--- config.mk ---
export PLATFORM = sky130hd
export DESIGN_NAME = qam_frame_scheduler_flat
export DESIGN_NICKNAME = d
export VERILOG_FILES = /design/src/rtl/qam_frame_scheduler_if.sv /design/src/rtl/qam_frame_scheduler.sv /design/src/flat_wrapper.sv
export SDC_FILE = /design/constraint.sdc
export NUM_CORES = 1
export LEC_CHECK = 0
export BUFFER_PORTS_ARGS = -buffer_cell sky130_fd_sc_hd__buf_2
export CAP_MARGIN = 20
export CELL_PAD_IN_SITES_DETAIL_PLACEMENT = 2
export CELL_PAD_IN_SITES_GLOBAL_PLACEMENT = 2
export CORE_ASPECT_RATIO = 0.75
export CORE_UTILIZATION = 28
export DETAILED_ROUTE_END_ITERATION = 7
export GPL_TIMING_DRIVEN = 0
export HOLD_SLACK_MARGIN = 0.15
export PLACE_DENSITY = 0.69
export SLEW_MARGIN = 20
export SYNTH_ARGS = -nofsm -noshare
export SYNTH_HDL_FRONTEND = slang
export SYNTH_SLANG_ARGS = --single-unit
--- constraint.sdc ---
create_clock -name data_clk -period 4.56 [get_ports data_clk]
set_input_delay 0.228 -clock data_clk [delete_from_list [all_inputs] [get_ports data_clk]]
set_output_delay 0.228 -clock data_clk [all_outputs]
set_load 0.005 [all_outputs]
--- src/rtl/qam_frame_scheduler_if.sv ---
// Control, FIFO and symbol-output signal bundle of the 64-QAM frame scheduler.
interface qam_frame_scheduler_if #(
    parameter int unsigned SYM_PERIOD_W = 8,
    parameter int unsigned FRAME_LEN_W  = 10
);
    logic                    start;
    logic                    abort;
    logic [FRAME_LEN_W-1:0]  frame_len;
    logic [SYM_PERIOD_W-1:0] sym_period;
    logic                    fifo_empty;
    logic [3:0]              fifo_i;
    logic [3:0]              fifo_q;
    logic                    fifo_rd_en;
    logic                    sym_valid;
    logic [3:0]              sym_i;
    logic [3:0]              sym_q;
    logic                    busy;
    logic                    done;
    logic                    underrun;

    // Surrounding system: frame control, FIFO head, downstream consumer.
    modport master (
        output start, abort, frame_len, sym_period, fifo_empty, fifo_i, fifo_q,
        input  fifo_rd_en, sym_valid, sym_i, sym_q, busy, done, underrun
    );

    // The scheduler itself.
    modport slave (
        input  start, abort, frame_len, sym_period, fifo_empty, fifo_i, fifo_q,
        output fifo_rd_en, sym_valid, sym_i, sym_q, busy, done, underrun
    );
endinterface

--- src/rtl/qam_frame_scheduler.sv ---
// 64-QAM frame scheduler: preamble, then frame_len FIFO symbols at a programmable rate.
module qam_frame_scheduler #(
    parameter int unsigned SYM_PERIOD_W = 8,
    parameter int unsigned FRAME_LEN_W  = 10,
    parameter int unsigned PREAMBLE_LEN = 8
) (
    input  logic                  data_clk,
    input  logic                  rst_n,
    qam_frame_scheduler_if.slave  bus
);
    localparam int unsigned PRE_W = (PREAMBLE_LEN > 1) ? $clog2(PREAMBLE_LEN) : 1;

    typedef enum logic [1:0] {
        ST_IDLE,
        ST_PREAMBLE,
        ST_PAYLOAD,
        ST_DONE
    } state_t;

    state_t                  state_q, state_d;
    logic [SYM_PERIOD_W-1:0] tick_q, tick_d;
    logic [SYM_PERIOD_W-1:0] period_q, period_d;
    logic [FRAME_LEN_W-1:0]  flen_q, flen_d;
    logic [FRAME_LEN_W-1:0]  pay_q, pay_d;
    logic [PRE_W-1:0]        pre_q, pre_d;
    logic [3:0]              sym_i_q, sym_i_d;
    logic [3:0]              sym_q_q, sym_q_d;
    logic                    sym_valid_q, sym_valid_d;
    logic                    underrun_q, underrun_d;
    logic                    busy_q, busy_d;
    logic                    done_q, done_d;
    logic                    rd_en;
    logic                    tick;

    // Next-state, counter and symbol selection logic.
    always_comb begin
        state_d     = state_q;
        tick_d      = tick_q;
        period_d    = period_q;
        flen_d      = flen_q;
        pay_d       = pay_q;
        pre_d       = pre_q;
        sym_i_d     = sym_i_q;
        sym_q_d     = sym_q_q;
        sym_valid_d = 1'b0;
        underrun_d  = underrun_q;
        rd_en       = 1'b0;
        tick        = (tick_q == period_q);

        case (state_q)
            ST_IDLE: begin
                if (bus.start && !bus.abort) begin
                    flen_d     = bus.frame_len;
                    period_d   = bus.sym_period;
                    underrun_d = 1'b0;
                    tick_d     = '0;
                    pre_d      = '0;
                    pay_d      = '0;
                    state_d    = ST_PREAMBLE;
                end
            end
            ST_PREAMBLE: begin
                if (bus.abort) begin
                    state_d = ST_IDLE;
                end else if (tick) begin
                    sym_valid_d = 1'b1;
                    sym_i_d     = pre_q[0] ? 4'h0 : 4'h7;
                    sym_q_d     = pre_q[0] ? 4'h0 : 4'h7;
                    tick_d      = '0;
                    pre_d       = pre_q + PRE_W'(1);
                    if (pre_q == PRE_W'(PREAMBLE_LEN - 1)) begin
                        state_d = (flen_q == '0) ? ST_DONE : ST_PAYLOAD;
                    end
                end else begin
                    tick_d = tick_q + SYM_PERIOD_W'(1);
                end
            end
            ST_PAYLOAD: begin
                if (bus.abort) begin
                    state_d = ST_IDLE;
                end else if (tick) begin
                    // Tick counter parks at the period while the FIFO is empty.
                    if (!bus.fifo_empty) begin
                        rd_en       = 1'b1;
                        sym_valid_d = 1'b1;
                        sym_i_d     = bus.fifo_i;
                        sym_q_d     = bus.fifo_q;
                        tick_d      = '0;
                        pay_d       = pay_q + FRAME_LEN_W'(1);
                        if (pay_q == flen_q - FRAME_LEN_W'(1)) begin
                            state_d = ST_DONE;
                        end
                    end else begin
                        underrun_d = 1'b1;
                    end
                end else begin
                    tick_d = tick_q + SYM_PERIOD_W'(1);
                end
            end
            ST_DONE: begin
                state_d = ST_IDLE;
            end
            default: begin
                state_d = ST_IDLE;
            end
        endcase

        busy_d = (state_d == ST_PREAMBLE) || (state_d == ST_PAYLOAD);
        done_d = (state_d == ST_DONE);
    end

    // State and datapath registers with synchronous reset.
    always_ff @(posedge data_clk) begin
        if (!rst_n) begin
            state_q     <= ST_IDLE;
            tick_q      <= '0;
            period_q    <= '0;
            flen_q      <= '0;
            pay_q       <= '0;
            pre_q       <= '0;
            sym_i_q     <= '0;
            sym_q_q     <= '0;
            sym_valid_q <= 1'b0;
            underrun_q  <= 1'b0;
            busy_q      <= 1'b0;
            done_q      <= 1'b0;
        end else begin
            state_q     <= state_d;
            tick_q      <= tick_d;
            period_q    <= period_d;
            flen_q      <= flen_d;
            pay_q       <= pay_d;
            pre_q       <= pre_d;
            sym_i_q     <= sym_i_d;
            sym_q_q     <= sym_q_d;
            sym_valid_q <= sym_valid_d;
            underrun_q  <= underrun_d;
            busy_q      <= busy_d;
            done_q      <= done_d;
        end
    end

    // A reset cycle must never pop the FIFO, even before the state register clears.
    assign bus.fifo_rd_en = rd_en && rst_n;
    assign bus.sym_valid  = sym_valid_q;
    assign bus.sym_i      = sym_i_q;
    assign bus.sym_q      = sym_q_q;
    assign bus.busy       = busy_q;
    assign bus.done       = done_q;
    assign bus.underrun   = underrun_q;
endmodule

--- src/flat_wrapper.sv ---
// flat-port wrapper written by rule: the top's interface ports become plain ports
module qam_frame_scheduler_flat 
#(
    parameter int unsigned SYM_PERIOD_W = 8,
    parameter int unsigned FRAME_LEN_W  = 10,
    parameter int unsigned PREAMBLE_LEN = 8
)
  (data_clk, rst_n, bus_start, bus_abort, bus_frame_len, bus_sym_period, bus_fifo_empty, bus_fifo_i, bus_fifo_q, bus_fifo_rd_en, bus_sym_valid, bus_sym_i, bus_sym_q, bus_busy, bus_done, bus_underrun);
  qam_frame_scheduler_if #(.SYM_PERIOD_W(SYM_PERIOD_W), .FRAME_LEN_W(FRAME_LEN_W)) bus_i ();
  input  logic data_clk;
  input  logic rst_n;
  input wire logic [$bits(bus_i.start)-1:0] bus_start;
  input wire logic [$bits(bus_i.abort)-1:0] bus_abort;
  input wire logic [$bits(bus_i.frame_len)-1:0] bus_frame_len;
  input wire logic [$bits(bus_i.sym_period)-1:0] bus_sym_period;
  input wire logic [$bits(bus_i.fifo_empty)-1:0] bus_fifo_empty;
  input wire logic [$bits(bus_i.fifo_i)-1:0] bus_fifo_i;
  input wire logic [$bits(bus_i.fifo_q)-1:0] bus_fifo_q;
  output wire logic [$bits(bus_i.fifo_rd_en)-1:0] bus_fifo_rd_en;
  output wire logic [$bits(bus_i.sym_valid)-1:0] bus_sym_valid;
  output wire logic [$bits(bus_i.sym_i)-1:0] bus_sym_i;
  output wire logic [$bits(bus_i.sym_q)-1:0] bus_sym_q;
  output wire logic [$bits(bus_i.busy)-1:0] bus_busy;
  output wire logic [$bits(bus_i.done)-1:0] bus_done;
  output wire logic [$bits(bus_i.underrun)-1:0] bus_underrun;
  assign bus_i.start = bus_start;
  assign bus_i.abort = bus_abort;
  assign bus_i.frame_len = bus_frame_len;
  assign bus_i.sym_period = bus_sym_period;
  assign bus_i.fifo_empty = bus_fifo_empty;
  assign bus_i.fifo_i = bus_fifo_i;
  assign bus_i.fifo_q = bus_fifo_q;
  assign bus_fifo_rd_en = bus_i.fifo_rd_en;
  assign bus_sym_valid = bus_i.sym_valid;
  assign bus_sym_i = bus_i.sym_i;
  assign bus_sym_q = bus_i.sym_q;
  assign bus_busy = bus_i.busy;
  assign bus_done = bus_i.done;
  assign bus_underrun = bus_i.underrun;
  qam_frame_scheduler #(.SYM_PERIOD_W(SYM_PERIOD_W), .FRAME_LEN_W(FRAME_LEN_W), .PREAMBLE_LEN(PREAMBLE_LEN)) u_core (.data_clk(data_clk), .rst_n(rst_n), .bus(bus_i));
endmodule
## Word-level counts from Yosys, hierarchy flattened

Cells that the tools add are included.

| word-level totals | value |
|---|---|
| bits in writable memories | 0 |
| register bits after elaboration | 53 |
| memories kept | 0 |
| bits in latches | 0 |
| output and inout port bits | 13 |
| memory bits (read-only) | 0 |

| operators by class | value |
|---|---|
| shift operators | 0 |
| mux-type cells | 49 |
| bitwise logic cells | 0 |
| eq/ne operators | 17 |
| multipliers | 0 |
| add/subtract/negate cells | 4 |
| reduce and logical (&&, ||, !) cells | 16 |
| div/mod/pow operators | 0 |
| magnitude comparators | 0 |

Operator list:

| operator | count |
|---|---|
| $mux 8 | 6 |
| $mux 10 | 4 |
| $mux 4 | 8 |
| $pmux 8 s3 | 1 |
| $pmux 10 s2 | 1 |
| $mux 2 | 8 |
| $pmux 4 s2 | 2 |
| $reduce_and 5->1 | 3 |
| $mux 3 | 4 |
| $mux 1 | 11 |
| $add 10x1->10 const B | 1 |
| $eq 10x10->1 | 1 |
| $logic_not 10->1 | 1 |
| $sub 10x1->10 const B | 1 |
| $add 8x1->8 const B | 1 |
| $eq 2x2->1 const B | 4 |
| $eq 8x8->1 | 1 |
| $ne 2x2->1 const B | 4 |
| $pmux 2 s4 | 1 |
| $ne 2x1->1 const B | 3 |
| $pmux 3 s2 | 1 |
| $reduce_and 6->1 | 1 |
| $reduce_bool 2->1 | 3 |
| $eq 2x1->1 const B | 2 |
| 11 further kinds | 13 |

## Logic depth before layout (Yosys ltp)

Gate-level depths: netlist of the first run.

| depth | value |
|---|---|
| depth in word-level cells | 9 |
| gate-level depth with buffers | 12 |
| gate-level depth less buffers | 10 |

## Worst setup path after synthesis of the first run

No wires, ideal clock.

| timing path | value |
|---|---|
| kind | reg2reg |
| start point | reg u_core.flen_q[0] |
| end point | reg u_core.busy_q, in the netlist u_core.bus.busy |
| cell stages (with the launch flop) | 13 |
| required time | 4445 ps |
| setup time | 115 ps |
| arrival time | 2201 ps |
| path slack | 2244 ps |
| period minus slack after synthesis | 2316 ps |
| cell sequence | dfxtp_1 -> clkbuf_1 -> inv_1 -> ha_1 -> clkbuf_1 -> o21bai_1 -> a311o_1 -> o41a_1 -> o211ai_1 -> nand2_1 -> a31oi_1 -> ha_1 -> and2_1 |

| on the way | value |
|---|---|
| cells in the longest elaborated chain, start to end | 9 |
| elaborated cells between the ends (all ways) | 15 |
| classes of those cells | 1 x add/sub; 3 x eq/ne; 9 x mux; 2 x reduce/logical |

Ends and longest elaborated chain:

| element | line | RTL |
|---|---|---|
| start: declaration | qam_frame_scheduler.sv:23 | `logic [FRAME_LEN_W-1:0] flen_q, flen_d;` |
| start signal: assignment | qam_frame_scheduler.sv:131 | `flen_q <= flen_d;` |
| $sub 10x1->10 | qam_frame_scheduler.sv:90 | `if (pay_q == flen_q - FRAME_LEN_W'(1)) begin` |
| $eq 10x10->1 | qam_frame_scheduler.sv:90 |  |
| $mux 2 | qam_frame_scheduler.sv:90 |  |
| $mux 2 | qam_frame_scheduler.sv:83 | `if (!bus.fifo_empty) begin` |
| $mux 2 | qam_frame_scheduler.sv:81 | `end else if (tick) begin` |
| $mux 2 | qam_frame_scheduler.sv:79 | `if (bus.abort) begin` |
| $pmux 2 s4 * | qam_frame_scheduler.sv:50 | `case (state_q)` |
| via u_core.state_d[0] | qam_frame_scheduler.sv:20 | `state_t state_q, state_d;` |
| $eq 2x1->1 or $eq 2x2->1 (tied branches) | qam_frame_scheduler.sv:108 | `busy_d = (state_d == ST_PREAMBLE) \|\| (state_d == ST_PAYLOAD);` |
| $logic_or 1x1->1 * | qam_frame_scheduler.sv:108 |  |
| via u_core.busy_d | qam_frame_scheduler.sv:30 | `logic busy_q, busy_d;` |
| end signal: assignment | qam_frame_scheduler.sv:138 | `busy_q <= busy_d;` |
| end: declaration | qam_frame_scheduler.sv:30 |  |

Mark *: on every way through the listed nets, which the timed path passes. The rest lies on a longest branch.
A chain may end at the register's enable or synchronous reset.

## Worst setup path after layout of the first run

| timing path | value |
|---|---|
| start point | reg u_core.state_q[0] |
| end point | reg u_core.sym_q_q[2], in the netlist u_core.bus.sym_q[2] |

| on the way | value |
|---|---|
| cells in the longest elaborated chain, start to end | 3 |
| elaborated cells between the ends (all ways) | 10 |
| classes of those cells | 7 x eq/ne; 1 x mux; 2 x reduce/logical |

Ends and longest elaborated chain:

| element | line | RTL |
|---|---|---|
| start: declaration | qam_frame_scheduler.sv:20 |  |
| start signal: assignment | qam_frame_scheduler.sv:128 | `state_q <= state_d;` |
| $eq 2x1->1 or $eq 2x2->1 (tied branches) | qam_frame_scheduler.sv:50 |  |
| $ne 2x1->1 (no line), or another cell as far along | - |  |
| $reduce_and 6->1 (no line) | - |  |
| end signal: assignment | qam_frame_scheduler.sv:135 | `sym_q_q <= sym_q_d;` |
| end: declaration | qam_frame_scheduler.sv:27 | `logic [3:0] sym_q_q, sym_q_d;` |

Several ways; a longest one is shown, not always the timed one.

==> impl_metrics.json, run 1 <==
{
  "outcome": "finished clean",
  "worstSetupPathType": "reg2reg",
  "io_buffers": 42,
  "num_io_pins": 44,
  "die_w_um": 118,
  "ys_async_sr_fraction_pct": 0,
  "postCtsResizedCells": 0,
  "area_delta_synth_final_pct": 19.8,
  "synthDistinctLibCells": 52,
  "antenna_found_initial": 0,
  "cp.buffers_inverters": 4,
  "cp_data_arrival_time_ns": 3.08,
  "cp_top_family": "buffers and inverters",
  "drv_cap": 0,
  "slowest_stage": "nor3_1",
  "layout_setup_ws_ns": 1.70,
  "globalplace.congestion": 0.758,
  "drc_errors": 0,
  "dr.pass1.iters": 4,
  "dieArea_sq_mm": 0.0105,
  "initial_core_util_pct": 29.0,
  "power.clock.fraction_pct": 40.5,
  "pre_cts_ws_ns": 1.74,
  "vias": 2672,
  "p_leak_nw": 1.28,
  "cts_max_level": 2,
  "antenna_cells": 0,
  "ys_ff_latch": 53,
  "hold_class": "in2reg",
  "finalWirelength_um": 8740,
  "synth_nets": 391,
  "yosysTopAreaCell": "dfxtp_1",
  "grt_max_degree": 16,
  "die_h_um": 89.0,
  "cts_tree": "built",
  "yosysTopAreaCellShare_pct": 37.6,
  "power.internal_mw": 0.823,
  "fin_util_pct": 34.7,
  "endpoint_kind": "flip-flop",
  "p_comb_share_pct": 15.9,
  "reg2reg_depth": 10,
  "period_needed_ns": 2.86,
  "power_density_mw_per_mm2": 334,
  "rsz0062_at_grt": "no",
  "seq_area_frac_synth_pct": 37.6,
  "synth_area_leaders": "dfxtp_1, a21oi_1, nand2_1",
  "slew_headroom_pct": 45.8,
  "synth_edf_count": 0,
  "drv_slew": 0,
  "final_nets": 441,
  "final-setup-viol-count": 0,
  "first_global_vias": 2793,
  "setup_tns_ns": 0,
  "synth_area_sq_mm": 0.00282,
  "fmax_mhz": 349,
  "cts.sinks": 53,
  "crit_chain": "inv_1 -> ha_1 -> clkbuf_1 -> inv_1 -> nor2_1 -> a21oi_1 -> nor3_1 -> buf_2 -> nor2_1 -> a211oi_1",
  "grt_usage_pct": 17.7,
  "hold_buffers": 1,
  "synth.most_common_cell": "dfxtp_1",
  "crit_path_start_kind": "flip-flop",
  "p_sw_mw": 0.308,
  "post-cts-setup-buffer-count": 0,
  "power_switching_share_pct": 27.2,
  "drive_gt1_share_pct": 15.9,
  "power_frac_seq_pct": 43.6,
  "ys_warn_count": 0,
  "ys.flop_type": "dfxtp_1",
  "peakVddDrop_v": 0.000135,
  "netlist_instances": 351,
  "worst_pin_slew_ns": 0.808,
  "avgSynthCellArea_sq_um": 8.04,
  "clk_pin_slew_ns": 0.07,
  "clk_latency_ns": 0.30,
  "drtIter0Drc": 77,
  "hold_viol_final": 0,
  "cts_buffers": 5,
  "wl_per_cell_um": 16.4,
  "hold_depth": 3,
  "clockBufferDepth": 2,
  "hpwl_um": 6610,
  "synth_common_cells": "dfxtp_1, nand2_1, a21oi_1",
  "clockRootBuffer": "clkbuf_16",
  "worst-path-max-fanout": 10,
  "fin_skew_ns": 0.00615,
  "fp-row-count": 31,
  "grt_pass1_wl_um": 14500,
  "cp_data_required_time_ns": 4.77,
  "coreArea_sq_mm": 0.00974,
  "avgViaCountPerCell": 5.00,
  "post-route-period-util_pct": 62.8,
  "grt.overflow.total": 0,
  "drtAntennaViolNets": 0,
  "cpPeakStageDelay_ns": 0.61,
  "cp.depth": 10
}
[metrics by stage]
stage	hold slack [ns]	instance area [sq um]	total power [mW]	cells
after detailed placement	0.452	3200	0.683	525
final	0.164	3380	1.13	534
after global routing	0.174	3380	1.18	534
after CTS	0.163	3380	1.14	534
after floorplan	0.350	2820	0.618	351
after global placement	0.448	3200	0.676	525
[power groups by stage]
stage               combinational [mW]  clock [mW]  sequential [mW]
floorplan                        0.118           0            0.500
global placement                 0.173           0            0.503
detailed placement               0.179           0            0.504
CTS                              0.182       0.467            0.493
global route                     0.202       0.486            0.495
finish                           0.180       0.458            0.493
[layout by cell type (no fill, tap or decap), types with 9 or more instances in the layout]
cell type | Yosys | routed
nand2_1 | 52 | 52
nor2_1 | 28 | 28
dfxtp_1 | 53 | 53
ha_1 | 9 | 9
inv_1 | 11 | 11
a21oi_1 | 44 | 44
buf_2 | 3 | 45
nand4_1 | 9 | 9
xnor2_1 | 20 | 20
o21ai_0 | 9 | 9
clkbuf_1 | 12 | 13
[worst paths after layout]
check / start / endpoint / slack (ns)
setup / recovery: u_core.state_q[0] / u_core.bus.sym_q[2] / 1.70
hold / removal: bus_sym_period[5] / u_core.period_q[5] / 0.16
setup reg to reg: u_core.state_q[0] / u_core.bus.sym_q[2] / 1.70
hold reg to reg: u_core.period_q[5] / u_core.period_q[5] / 0.48
[sequential cells by signal, summed over array words and instances, names as in the netlist]
signal / flops
u_core.bus.sym_valid: 1
u_core.period_q: 8
u_core.pay_q: 10
u_core.bus.done: 1
u_core.state_q: 2
u_core.tick_q: 8
u_core.bus.sym_q: 4
u_core.flen_q: 10
u_core.bus.sym_i: 4
u_core.bus.underrun: 1
u_core.pre_q: 3
u_core.bus.busy: 1
[per-layer routing]
| metal | part of all wire, % | up-vias | global-route usage (%) |
|---|---|---|---|
| met5 | 0 | - | 0 |
| met4 | 0.85 | 0 | 4.08 |
| met3 | 2.9 | 8 | 3.06 |
| met2 | 44 | 42 | 28.5 |
| met1 | 52 | 1288 | 24.8 |
| li1 | - | 1334 | - |
[area by class of cell]
| type | instances | area [sq um] |
|---|---|---|
| Buffer | 17 | 76.3 |
| Sequential cell | 53 | 1060 |
| Fill cell | 1122 | 6350 |
| Clock buffer | 7 | 143 |
| Timing Repair Buffer | 43 | 220 |
| Tap cell | 132 | 165 |
| Inverter | 12 | 45.0 |
| Multi-Input combinational cell | 269 | 1640 |
| Clock inverter | 1 | 30.0 |
[worst reg2reg max path: cells and delay by family (launching register included)]
| kind | cells | cell delay, ns |
|---|---|---|
| fa+ha+maj | 1 | 0.15 |
| flops | 1 | 0.37 |
| buf+inv | 4 | 1.06 |
| simple gates | 3 | 0.92 |
| compound gates | 2 | 0.28 |
[kinds of logic after synthesis]
family / Yosys count / share of synthesized area, %
buffers and inverters: 29 / 4.30
and+or+nand+nor: 142 / 25.1
xor gates and xnor gates: 28 / 8.69
adders and majority gates: 9 / 3.99
muxes: 6 / 2.17
DFF: 53 / 37.6
AOI/OAI and AO/OA: 84 / 18.2
Power figures use the tool's default switching activity.
==> run 2, diff against run 1 <==
--- a/config.mk
+++ b/config.mk
@@ -14,7 +14,7 @@
 export DETAILED_ROUTE_END_ITERATION = 7
 export GPL_TIMING_DRIVEN = 0
 export HOLD_SLACK_MARGIN = 0.15
-export PLACE_DENSITY = 0.69
+export PLACE_DENSITY = 0.71
 export SLEW_MARGIN = 20
 export SYNTH_ARGS = -nofsm -noshare
 export SYNTH_HDL_FRONTEND = slang
==> constraint.sdc (replaced) <==
create_clock -name data_clk -period 2.5 [get_ports data_clk]
set_input_delay 0.125 -clock data_clk [delete_from_list [all_inputs] [get_ports data_clk]]
set_output_delay 0.125 -clock data_clk [all_outputs]
set_load 0.005 [all_outputs]
==> impl_metrics.json, run 2 (synthesis results as in run 1) <==
{
  "outcome": "finished clean",
  "grt_max_degree": 17,
  "cp.buffers_inverters": 0,
  "pre_cts_ws_ns": -0.404,
  "post-route-period-util_pct": 95.9,
  "first_global_vias": 2922,
  "finalWirelength_um": 9110,
  "crit_path_start_kind": "flip-flop",
  "worstSetupPathType": "reg2reg",
  "post-cts-setup-buffer-count": 0,
  "p_leak_nw": 1.37,
  "cp_top_family": "simple AND/OR/NAND/NOR gates",
  "power_density_mw_per_mm2": 579,
  "cp_data_required_time_ns": 2.70,
  "drtIter0Drc": 94,
  "cpPeakStageDelay_ns": 0.41,
  "slew_headroom_pct": 56.0,
  "drtAntennaViolNets": 0,
  "placed_cells": 525,
  "cp_data_arrival_time_ns": 2.59,
  "top_regs": "u_core.flen_q (10), u_core.pay_q (10)",
  "clk_pin_slew_ns": 0.07,
  "clockRootBuffer": "clkbuf_16",
  "num_io_pins": 44,
  "hold_class": "in2reg",
  "fmax_mhz": 417,
  "cts_buffers": 5,
  "drv_cap": 0,
  "final_common_cell": "nand2_1",
  "fp-row-count": 31,
  "vias": 2766,
  "period_needed_ns": 2.40,
  "drive_gt1_share_pct": 19.7,
  "cp_common_cell": "or3_1",
  "peakVddDrop_v": 0.000243,
  "hpwl_um": 6820,
  "drv_slew": 0,
  "final_area_sq_mm": 0.00364,
  "die_h_um": 89.0,
  "grt_pass1_wl_um": 14900,
  "dieArea_sq_mm": 0.0105,
  "hold_viol_final": 0,
  "endpoint_kind": "flip-flop",
  "worst_pin_slew_ns": 0.660,
  "drc_errors": 0,
  "final_nets": 456,
  "fin_skew_ns": 0.00619,
  "avgViaCountPerCell": 5.04,
  "layout_setup_ws_ns": 0.104,
  "grt_usage_pct": 18.3,
  "clockBufferDepth": 2,
  "globalplace.congestion": 0.753,
  "cts_max_level": 2,
  "final_cells": 549,
  "slowest_stage": "or3_1",
  "die_w_um": 118,
  "placed_area_sq_mm": 0.00320,
  "io_buffers": 42,
  "antenna_cells": 0,
  "rsz0062_at_grt": "no",
  "dr.pass1.iters": 4,
  "grt.overflow.total": 0,
  "worst-path-max-fanout": 6,
  "antenna_found_initial": 0,
  "clk_latency_ns": 0.30,
  "cts_tree": "built",
  "final-setup-viol-count": 0,
  "wl_per_cell_um": 16.6,
  "coreArea_sq_mm": 0.00974,
  "crit_chain": "or3_1 -> or3_1 -> a22oi_1 -> and4_4 -> nand2_1 -> a31oi_2 -> ha_1 -> and2_1",
  "initial_core_util_pct": 29.0,
  "fin_util_pct": 37.4,
  "layout_common_cells": "nand2_1, dfxtp_1, buf_2, a21oi_1, nor2_1",
  "area_delta_synth_final_pct": 29.1,
  "power.total_mw": 2.11,
  "cts.sinks": 53
}
[run 2: cell types whose count changed in the layout (fill, tap and decap cells not counted), moves of 2 or more]
cell / delta
dfxtp_2: +4
ha_2: +2
dfxtp_1: -4
ha_1: -2
nor3_1: -4
nor3_4: +2
clkbuf_1: -6
dlygate4sd3_1: +20
nor3_2: +2
[run 2: stage by stage]
stage                     setup TNS (ns)  hold slack, ns
after floorplan                        0           0.247
after global placement             -3.54           0.352
after detailed placement           -4.80           0.357
after CTS                              0           0.155
after global routing                   0           0.185
final                                  0           0.169
[run 2: cell type report]
cell class,count,area [sq um]
clock inverter,2,37.5
inverter,12,45.0
fill,1118,6090
clock buffer,6,139
tap,132,165
timing repair buffer,63,420
buffer,12,57.6
multi-input combinational,269,1710
sequential,53,1070
[run 2: routing by layer]
layer,track usage (%),wire length (um),vias to the layer above
met5,0,0,-
met4,4.20,73,0
met3,3.38,210,8
met2,32.0,4220,36
met1,23.8,4600,1359
li1,-,-,1363
[run 2: report_power, final]
group	leakage [nW]	switching, mW	internal, mW	total [mW]
Combinational	0.854	0.213	0.154	0.367
Clock	0.0831	0.339	0.501	0.840
Sequential	0.431	0.0307	0.873	0.904
[run 2: worst reg2reg max path, stage by stage, from the launching register on]
cell and delay (ns):
dfxtp_2 0.37, or3_1 0.41, or3_1 0.36, a22oi_1 0.24
and4_4 0.27, nand2_1 0.08, a31oi_2 0.17, ha_1 0.25
and2_1 0.15
[run 2: repair_timing]
item / CTS / global route
hold buffers: 21 / 0
pin swaps: 1 / 0
endpoints found under the setup margin: 21 / 22
hold endpoints to repair: 21 / 0
resized for setup: 10 / 11
[run 2: path summary, 6_finish.rpt]
check | start | to | slack, ns | depth (start not counted)
setup / recovery | u_core.flen_q[2] | u_core.bus.busy | 0.10 | 8
hold / removal | rst_n | u_core.state_q[1] | 0.17 | 2
setup reg to reg | u_core.flen_q[2] | u_core.bus.busy | 0.10 | 8
hold reg to reg | u_core.period_q[1] | u_core.period_q[1] | 0.47 | 2
==> run 3, diff against run 2 <==
--- a/config.mk
+++ b/config.mk
@@ -5,16 +5,17 @@
 export SDC_FILE = /design/constraint.sdc
 export NUM_CORES = 1
 export LEC_CHECK = 0
-export BUFFER_PORTS_ARGS = -buffer_cell sky130_fd_sc_hd__buf_2
 export CAP_MARGIN = 20
 export CELL_PAD_IN_SITES_DETAIL_PLACEMENT = 2
 export CELL_PAD_IN_SITES_GLOBAL_PLACEMENT = 2
 export CORE_ASPECT_RATIO = 0.75
 export CORE_UTILIZATION = 28
+export CTS_BUF_LIST = sky130_fd_sc_hd__clkbuf_4
 export DETAILED_ROUTE_END_ITERATION = 7
+export DONT_BUFFER_PORTS = 1
 export GPL_TIMING_DRIVEN = 0
 export HOLD_SLACK_MARGIN = 0.15
-export PLACE_DENSITY = 0.71
+export PLACE_DENSITY = 0.65
 export SLEW_MARGIN = 20
 export SYNTH_ARGS = -nofsm -noshare
 export SYNTH_HDL_FRONTEND = slang
==> impl_metrics.json, run 3 (synthesis results as in run 1) <==
{
  "hpwl_um": 6600,
  "drv_cap": 0,
  "fmax_mhz": 413,
  "power_density_mw_per_mm2": 488,
  "die_h_um": 89.0,
  "wl_per_cell_um": 17.3,
  "nFillCells": 1131,
  "worst_pin_slew_ns": 0.772,
  "cts_tree": "built",
  "fin_skew_ns": 0.0112,
  "avgViaCountPerCell": 5.11,
  "finalWirelength_um": 8970,
  "power_frac_seq_pct": 53.8,
  "antenna_cells": 0,
  "grt_pass1_wl_um": 14100,
  "hold_viol_final": 0,
  "power.clock.fraction_pct": 24.5,
  "critPathLaunch": "u_core.tick_q[4]",
  "cts.sinks": 53,
  "dr.pass1.iters": 4,
  "worstSetupPathType": "reg2reg",
  "fin_util_pct": 35.5,
  "globalplace.congestion": 0.732,
  "crit_path_end": "u_core.bus.busy",
  "outcome": "finished clean",
  "reg2reg_from": "u_core.tick_q[4]",
  "num_io_pins": 44,
  "cts_max_level": 2,
  "io_buffers": 0,
  "worst-path-max-fanout": 8,
  "grt_usage_pct": 17.6,
  "setup_tns_ns": 0,
  "final_nets": 425,
  "cp_data_arrival_time_ns": 2.73,
  "clockRootBuffer": "clkbuf_4",
  "reg2reg_depth": 7,
  "top_regs": "u_core.flen_q (10), u_core.pay_q (10)",
  "reg2reg_slack_ns": 0.08,
  "die_w_um": 118,
  "first_global_vias": 2632,
  "layout.area.seq_sq_mm": 0.00107,
  "p_comb_share_pct": 21.7,
  "use_met1_pct": 24.1,
  "slew_headroom_pct": 48.2,
  "multiInputGateArea_sq_mm": 0.00174,
  "fp-row-count": 31,
  "cts_buffers": 5,
  "period_needed_ns": 2.42,
  "p_sw_mw": 0.541,
  "initial_core_util_pct": 29.0,
  "antenna_found_initial": 0,
  "clk_pin_slew_ns": 0.16,
  "peakVddDrop_v": 0.000200,
  "grt.overflow.total": 0,
  "vias": 2645,
  "area_delta_synth_final_pct": 22.3,
  "drtAntennaViolNets": 0,
  "reg2reg_to": "u_core.bus.busy",
  "use_met2_pct": 28.6,
  "drc_errors": 0,
  "hold_class": "in2reg",
  "cp_data_required_time_ns": 2.81,
  "dieArea_sq_mm": 0.0105,
  "post-route-period-util_pct": 96.8,
  "clk_latency_ns": 0.39,
  "crit_path_start_kind": "flip-flop",
  "final_common_cell": "nand2_1",
  "grt_busiest_layer": "met2",
  "drive_gt1_share_pct": 12.2,
  "power.internal_mw": 1.14,
  "grtUsageMet3_pct": 3.57,
  "drtIter0Drc": 76,
  "layout_common_cells": "nand2_1, dfxtp_1, a21oi_1, dlygate4sd3_1, nor2_1",
  "clockBufferDepth": 2,
  "grt_max_degree": 16,
  "coreArea_sq_mm": 0.00974,
  "final-setup-viol-count": 0,
  "p_leak_nw": 1.19,
  "power_switching_share_pct": 32.1,
  "drv_slew": 0,
  "endpoint_kind": "flip-flop"
}
## run 3: cell types whose count changed in the layout (fill, tap and decap cells not counted), sizes merged
cell / change
clkinvlp: -1
dlygate4sd3: +10
buf: -41
bufinv: -1
clkinv: +2
## run 3: how the worst min path moves through the flow
stage,endpoint,from,slack (ns),cells past startpoint
2_1_floorplan,u_core.bus.busy,rst_n,0.25,1
3_3_place_gp,u_core.bus.done,rst_n,0.25,1
3_5_place_dp,u_core.bus.busy,rst_n,0.25,1
4_1_cts,u_core.period_q[3],bus_start,0.18,4
5_1_grt,u_core.pay_q[9],bus_fifo_empty,0.21,4
6_report,u_core.pay_q[9],bus_fifo_empty,0.22,4
## run 3: power by group through the flow
stage | clock network [mW] | logic [mW] | registers, mW
final | 0.413 | 0.366 | 0.905
after global routing | 0.465 | 0.406 | 0.911
after CTS | 0.437 | 0.342 | 0.906
after detailed placement | 0 | 0.297 | 0.921
after global placement | 0 | 0.283 | 0.920
after floorplan | 0 | 0.215 | 0.912
## run 3: routing by layer
| metal | wire length, um | part of all wire [%] |
|---|---|---|
| met5 | 0 | 0 |
| met4 | 102 | 1.1 |
| met3 | 238 | 2.7 |
| met2 | 4030 | 45 |
| met1 | 4610 | 51 |
## run 3: stage by stage
step	instance area [sq um]	power (mW)	std cells	hold slack, ns	setup WS [ns]
final	3450	1.68	518	0.216	0.0796
after global routing	3450	1.78	518	0.214	-0.0142
after CTS	3370	1.68	518	0.179	0.000473
after detailed placement	2990	1.22	483	0.253	-0.370
after global placement	2990	1.20	483	0.250	-0.291
after floorplan	2820	1.13	351	0.247	0.184
## run 3: area by class of cell
type                            count  share of cell area [%]
Buffer                             12                    1.67
Clock buffer                        6                    1.30
Clock inverter                      2                   0.290
Inverter                           12                    1.30
Multi-Input combinational cell    269                    50.4
Sequential cell                    53                    31.1
Tap cell                          132                    4.78
Timing Repair Buffer               32                    9.20
## run 3: worst max-delay path: stages, from the launching register on
cell and delay (ns):
dfxtp_1 0.48, xnor2_1 0.17, and4_1 0.35, nand2_2 0.18, or3b_2 0.53, a31oi_2 0.22
ha_1 0.25, and2_1 0.15
## run 3: what timing repair did
item,in CTS,in global routing
pin swaps,1,0
gates resized for setup,10,20
endpoints found under the hold margin,49,8
buffers inserted,0,1
endpoints found under the setup margin,28,28
cloned,0,0
hold buffers,30,1
